### src/rtl/mux2_rr_arbiter.sv
`default_nettype none
// ============================================================================
// Module   : mux2_rr_arbiter
// Brief    : Round-robin 2:1 arbiter with packet lock feeding a registered
//            valid/ready output channel. Exports the selected source.
// Revision : 1.0 - initial release
// ============================================================================
module mux2_rr_arbiter #(
  parameter int WIDTH = 8
) (
  input  logic             clk,
  input  logic             rst_n,
  input  logic [1:0]       in_valid,
  input  logic [1:0]       in_last,
  input  logic [WIDTH-1:0] in_data0,
  input  logic [WIDTH-1:0] in_data1,
  output logic [1:0]       in_ready,
  output logic             out_valid,
  input  logic             out_ready,
  output logic [WIDTH-1:0] out_data,
  output logic             out_last,
  output logic             out_src,
  output logic             locked
);

  typedef enum logic [0:0] {
    IDLE   = 1'b0,
    LOCKED = 1'b1
  } state_t;

  state_t           r_state;
  state_t           w_state_nxt;
  logic             r_last_grant;
  logic             r_owner;
  logic             r_out_valid;
  logic [WIDTH-1:0] r_out_data;
  logic             r_out_last;
  logic             r_out_src;

  logic             w_can_load;
  logic             w_sel;
  logic [1:0]       w_ready;
  logic             w_xfer;

  // The output register can take a new beat when empty or draining this cycle.
  assign w_can_load = !r_out_valid || out_ready;

  // Grant selection, ready generation and next-state decision.
  always_comb begin
    w_ready     = 2'b00;
    w_sel       = r_owner;
    w_state_nxt = r_state;
    if (r_state == LOCKED) begin
      // Only the packet owner may proceed; its valid does not gate ready.
      w_sel          = r_owner;
      w_ready[r_owner] = w_can_load;
    end else begin
      case (in_valid)
        2'b01:   w_sel = 1'b0;
        2'b10:   w_sel = 1'b1;
        2'b11:   w_sel = ~r_last_grant;
        default: w_sel = r_owner;
      endcase
      if (w_can_load && (in_valid != 2'b00)) begin
        w_ready[w_sel] = 1'b1;
      end
    end
    w_xfer = in_valid[w_sel] && w_ready[w_sel];
    if (w_xfer) begin
      if ((r_state == IDLE) && !in_last[w_sel]) begin
        w_state_nxt = LOCKED;
      end else if ((r_state == LOCKED) && in_last[w_sel]) begin
        w_state_nxt = IDLE;
      end
    end
  end

  // Ready is forced low while reset is held so no beat is acknowledged.
  assign in_ready = rst_n ? w_ready : 2'b00;

  // Arbitration state: lock state, packet owner and round-robin history.
  always_ff @(posedge clk or negedge rst_n) begin
    if (!rst_n) begin
      r_state      <= IDLE;
      r_last_grant <= 1'b1;
      r_owner      <= 1'b0;
    end else begin
      r_state <= w_state_nxt;
      if (w_xfer) begin
        r_last_grant <= w_sel;
        r_owner      <= w_sel;
      end
    end
  end

  // Output register: load on input transfer, otherwise clear valid on drain.
  always_ff @(posedge clk or negedge rst_n) begin
    if (!rst_n) begin
      r_out_valid <= 1'b0;
      r_out_data  <= '0;
      r_out_last  <= 1'b0;
      r_out_src   <= 1'b0;
    end else if (w_xfer) begin
      r_out_valid <= 1'b1;
      r_out_data  <= w_sel ? in_data1 : in_data0;
      r_out_last  <= in_last[w_sel];
      r_out_src   <= w_sel;
    end else if (out_ready) begin
      r_out_valid <= 1'b0;
    end
  end

  assign out_valid = r_out_valid;
  assign out_data  = r_out_data;
  assign out_last  = r_out_last;
  assign out_src   = r_out_src;
  assign locked    = (r_state == LOCKED);

endmodule
`default_nettype wire

### config.mk
export PLATFORM = sky130hd
export DESIGN_NAME = mux2_rr_arbiter
export DESIGN_NICKNAME = d
export VERILOG_FILES = /design/src/rtl/mux2_rr_arbiter.sv
export SDC_FILE = /design/constraint.sdc
export NUM_CORES = 1
export LEC_CHECK = 0
export ABC_CLOCK_PERIOD_IN_PS = 2000
export BUFFER_PORTS_ARGS = -buffer_cell sky130_fd_sc_hd__buf_2
export CORE_MARGIN = 2
export CORE_UTILIZATION = 40
export DETAILED_ROUTE_END_ITERATION = 7
export PLACE_DENSITY = 0.78
export SLEW_MARGIN = 40
export SYNTH_ARGS = -nofsm -noshare
export SYNTH_HDL_FRONTEND = slang
export SYNTH_SLANG_ARGS = --single-unit
export TNS_END_PERCENT = 1
### constraint.sdc
create_clock -name clk -period 2 [get_ports clk]
set_clock_uncertainty 0.15 [all_clocks]
set_input_delay 0.4 -clock clk [delete_from_list [all_inputs] [get_ports clk]]
set_output_delay 0.4 -clock clk [all_outputs]
set_load 0.1 [all_outputs]
* Word level (Yosys, flattened, before mapping)
Index checks and enable logic that the tools add are counted.
** Storage, ports and cells
- Register bits :: 13
- Bits of input ports :: 23
- Output and inout port bits :: 14
- Word-level logic and storage cells :: 51
** Operators by class
- $lt $le $gt $ge :: 5
- Equality and inequality tests :: 3
- Mux-type cells :: 21
- Bitwise gates (word level) :: 3
- Reduce and logical (&&, ||, !) cells :: 13
** Operators by type and width (count)
- $mux 1 :: 14
- $mux 8 :: 1
- $logic_and 1x1->1 :: 6
- $lt 1x2->1 const B :: 3
- $mux 2 :: 3
- $reduce_bool 2->1 :: 3
- $eq 2x2->1 const B :: 2
- $pmux 1 s3 :: 1
- $and 2x2->2 :: 1
- $demux 1 s1 :: 2
- $eq 2x1->1 const B :: 1
- $ge 1x1->1 const B :: 2
- $logic_not 1->1 :: 2
- $not 1->1 :: 2
- $reduce_and 2->1 :: 1
- $logic_or 1x1->1 :: 1

* Longest topological paths before layout
- Word-level depth :: 13
- Gate-level depth with buffers :: 7
- Gate-level depth less buffers :: 6

* Least setup slack after synthesis
Ideal clock, no wire load.
- Path type :: flip-flop to output port
- Start :: register r_owner
- End :: output in_ready[1]
- Arrival :: 3.807 ns
- Data required time :: 1.450 ns
- Setup slack :: -2.357 ns
- Stages on the path, launching flop included :: 4
- Path buffers :: 0
- Cells stage by stage :: dfrtp_1 > inv_1 > a32oi_4 > nor3b_1
** Between the ends
- Cells in the longest elaborated chain, start to end :: 9
- Elaborated cells between the ends (all ways) :: 16
- Those cells by class :: order compare: 4; mux: 9; bitwise: 1; reduce/logical: 2
** RTL lines
- from (decl) :: RTL line 34 : logic r_owner;
- from (signal assigned) :: RTL line 91 : r_owner <= w_sel;
- $pmux 1 s3 :: RTL line 58 : case (in_valid)
- $mux 1 :: RTL line 53 : if (r_state == LOCKED) begin
- $lt 1x2->1 (not written as such) or $ge 1x1->1 (tied branches) :: RTL line 65 : w_ready[w_sel] = 1'b1;
- $logic_and 1x1->1 (not written as such) :: RTL line 65
- $mux 1 (not written as such) :: RTL line 65
- $demux 1 s1 :: RTL line 65
- $mux 2 :: RTL line 64 : if (w_can_load && (in_valid != 2'b00)) begin
- $mux 2 * :: RTL line 53
- $mux 2 * :: RTL line 79 : assign in_ready = rst_n ? w_ready : 2'b00;
- to (decl) :: RTL line 17 : output logic [1:0] in_ready,
Every way passes the cells marked *; elsewhere a longest branch is shown, timed or not. The select of a mux whose other input is x is not followed.

* Final worst setup path
- Start :: register r_last_grant
- End :: output in_ready[1]
** Between the ends
- Cells in the longest elaborated chain, start to end :: 10
- Elaborated cells between the ends (all ways) :: 11
- Those cells by class :: order compare: 2; mux: 7; bitwise: 1; reduce/logical: 1
** RTL lines
- from (decl) :: RTL line 33 : logic r_last_grant;
- from (signal assigned) :: RTL line 90 : r_last_grant <= w_sel;
- $not 1->1 * :: RTL line 61 : 2'b11: w_sel = ~r_last_grant;
- $pmux 1 s3 * :: RTL line 58
- $mux 1 * :: RTL line 53
- $lt 1x2->1 (not written as such) or $ge 1x1->1 (tied branches) :: RTL line 65
- $logic_and 1x1->1 (not written as such) :: RTL line 65
- $mux 1 (not written as such) :: RTL line 65
- $demux 1 s1 * :: RTL line 65
- $mux 2 * :: RTL line 64
- $mux 2 * :: RTL line 53
- $mux 2 * :: RTL line 79
Marks and branches as above.

==> summary.txt <==
Placement
  • Post-place setup slack: -0.229 ns
  • Dpl cells: 130
  • HPWL after DPL: 1400 um
  • Port Buffer Count: 36
  • Area after DPL: 1070 um^2
  • Gpl congestion: 0.888

Hold path
  • Hold depth: 2
  • Min-delay src: in_data1[4]
  • Hold Path End: out_data[4]$_DFFE_PN0P_
  • Min-delay worst type: input pin to flop

Worst setup path
  • Reg-to-Reg End: locked$_DFFE_PN0P_
  • Worst EP arrival: 1.61 ns
  • R2R Path Start: r_last_grant$_DFFE_PN1P_
  • Critical Path Fanout Max: 4
  • CP Capture Type: primary output
  • Path depth of the worst reg2reg path: 6
  • Type of the worst setup path: flop to primary output
  • Worst Path Required: 1.45 ns
  • CP Launch Type: flop
  • R2R Setup Slk: -0.08 ns

Logic synthesis
  • Top cell type by total area after synthesis: dfrtp_1
  • Count leader, synth: dfrtp_1
  • Yosys reg bits: 13
  • Syn_area_per_cell: 11.7 um^2
  • Mapped Cells: 65
  • Warnings from Yosys: 0
  • Prevailing post-synth register cell: dfrtp_1
  • Yosys top cell area share: 0.393
  • Largest cells by area after synthesis: dfrtp_1 39%, o221a_1 13%, nand2b_1 7.4%
  • Post-synthesis sequential area ratio: 0.428
  • Top post-synthesis cells by count: 12 x dfrtp_1, 9 x nand2b_1, 9 x o221a_1
  • Mapped Nets: 89
  • Yosys cell types: 25
  • EDFF count, synth: 0
  • Mapped Area: 763 um^2
  • Ys async rst share: 1.00

Timing
  • Worst-margin pin slew: 0.486 ns
  • Fmax: 0.462 GHz
  • RSZ-0062 raised after global routing: yes
  • Endpoints failing setup: 3
  • Max Slew Vio Count: 0
  • Slew headroom: 0.678
  • Final setup margin: -0.162 ns
  • Fin. Hold Viols: 0
  • Final min period: 2.16 ns
  • Tcrit/Tclk final: 1.08

Routing
  • DR vias: 727
  • WL final: 1920 um
  • Drt first pass iters: 4
  • Residual DRC: 0
  • Routed Antenna Nets: 0
  • Vias/cell: 5.27
  • Starting DRT DRC Count: 11
  • Wirelength per Cell: 13.9 um

Layout
  • Fin cells: 138
  • Layout cells sized above 1: 0.566
  • Final Util: 0.650
  • Design area: 1150 um^2
  • Area Growth Syn to Fin: 50.2%
  • Ant diodes: 0
  • Nets: 138

Status
  • Failing checks: setup timing
  • Status: complete, but fails checks

GRT
  • Global route overflow: 0
  • Vias in the first global route: 710
  • Largest net degree at the start of global routing: 14
  • Initial antenna violation count: 0
  • First-pass GRT wire length: 3000 um
  • GRT Util Overall: 0.198

Floorplan
  • Site Rows: 15
  • Starting density of the core: 0.433
  • Die Ht: 47.7 um
  • Die Width: 47.7 um
  • Placeable Area: 1760 um^2
  • Ports: 37
  • Die Area: 2270 um^2

CTS
  • H-tree levels: 1
  • Root Driver: clkbuf_4
  • Worst-path clk slew: 0.08 ns
  • CTS tree: done
  • Worst-skew pair later-pin latency: 0.27 ns
  • Total CTS buffers: 3
  • TritonCTS Sinks: 13
  • Bufs on Longest Clock Path: 2

Job
  • Max_cap viols: 0
[layout by cell type (no fill, tap or decap), drive strengths merged, types with 2 or more instances in the layout]
master,synthesis,layout
a21oi,3,3
buf,4,47
clkbuf,0,4
dfrtp,12,12
inv,4,4
mux2i,2,2
nand2,2,2
nand2b,10,10
nor3,4,4
nor3b,2,2
o21ai,2,2
o221a,9,9
or2b,2,2
[worst max-delay path: stages (launching register included)]
cell and delay, ns:
dfstp_2 0.37, or2b_1 0.24, a32oi_4 0.26, nor3b_4 0.26
buf_12 0.20
[layout make-up]
| cell class | count | area [um^2] |
|---|---|---|
| well taps | 25 | 31.3 |
| flip-flops and latches | 13 | 335 |
| multi-input cells | 44 | 423 |
| fillers | 155 | 618 |
| inverters | 4 | 15.0 |
| repair buffers | 48 | 315 |
| clock buffers | 4 | 26.3 |
[metal layers]
layer  wire length [um]  part of all wire  GRT usage
met5                  0                 0          0
met4                 51             0.027      0.108
met3                137             0.071     0.0566
met2                868              0.45      0.307
met1                866              0.45      0.247
[cell families after synthesis]
| kind of cell | Yosys count | synth area share |
|---|---|---|
| AND/OR/NAND/NOR | 22 | 0.189 |
| multiplexers | 2 | 0.0262 |
| flip-flops | 13 | 0.428 |
| adder cells (fa/ha/maj) | 1 | 0.0164 |
| buffers and inverters | 8 | 0.0705 |
| AO/OA/AOI/OAI | 19 | 0.271 |
[timing repair]
item | in CTS | in global routing
setup endpoints to repair | 3 | 12
hold buffers | 1 | 0
endpoints found under the hold margin | 12 | 0
gates resized for setup | 1 | 1
pin swaps | 2 | 1
setup buffers | 3 | 0
cloned | 0 | 0
[per-stage QoR]
stage	hold WS [ns]	setup TNS, ns
5_1_grt	0.247	-0.707
3_5_place_dp	0.221	-0.567
6_report	0.250	-0.358
4_1_cts	0.247	-0.440
3_3_place_gp	0.213	-0.0439
2_1_floorplan	-0.0456	-1.01
[state kept, by name (all words and copies together), names as in the netlist]
signal	cells
out_data	8
locked	1
out_last	1
out_valid	1
r_last_grant	1
r_owner	1
[worst max path at each step]
stage | start | end | cells past startpoint
floorplan | locked$_DFFE_PN0P_ | in_ready[1] | 3
global placement | in_valid[1] | locked$_DFFE_PN0P_ | 7
detailed placement | in_valid[1] | locked$_DFFE_PN0P_ | 7
CTS | r_last_grant$_DFFE_PN1P_ | in_ready[1] | 4
global route | r_last_grant$_DFFE_PN1P_ | in_ready[1] | 4
finish | r_last_grant$_DFFE_PN1P_ | in_ready[1] | 4
Power is not shown: default switching activity piles up to over one toggle a cycle in this logic, so the estimate is an artifact.
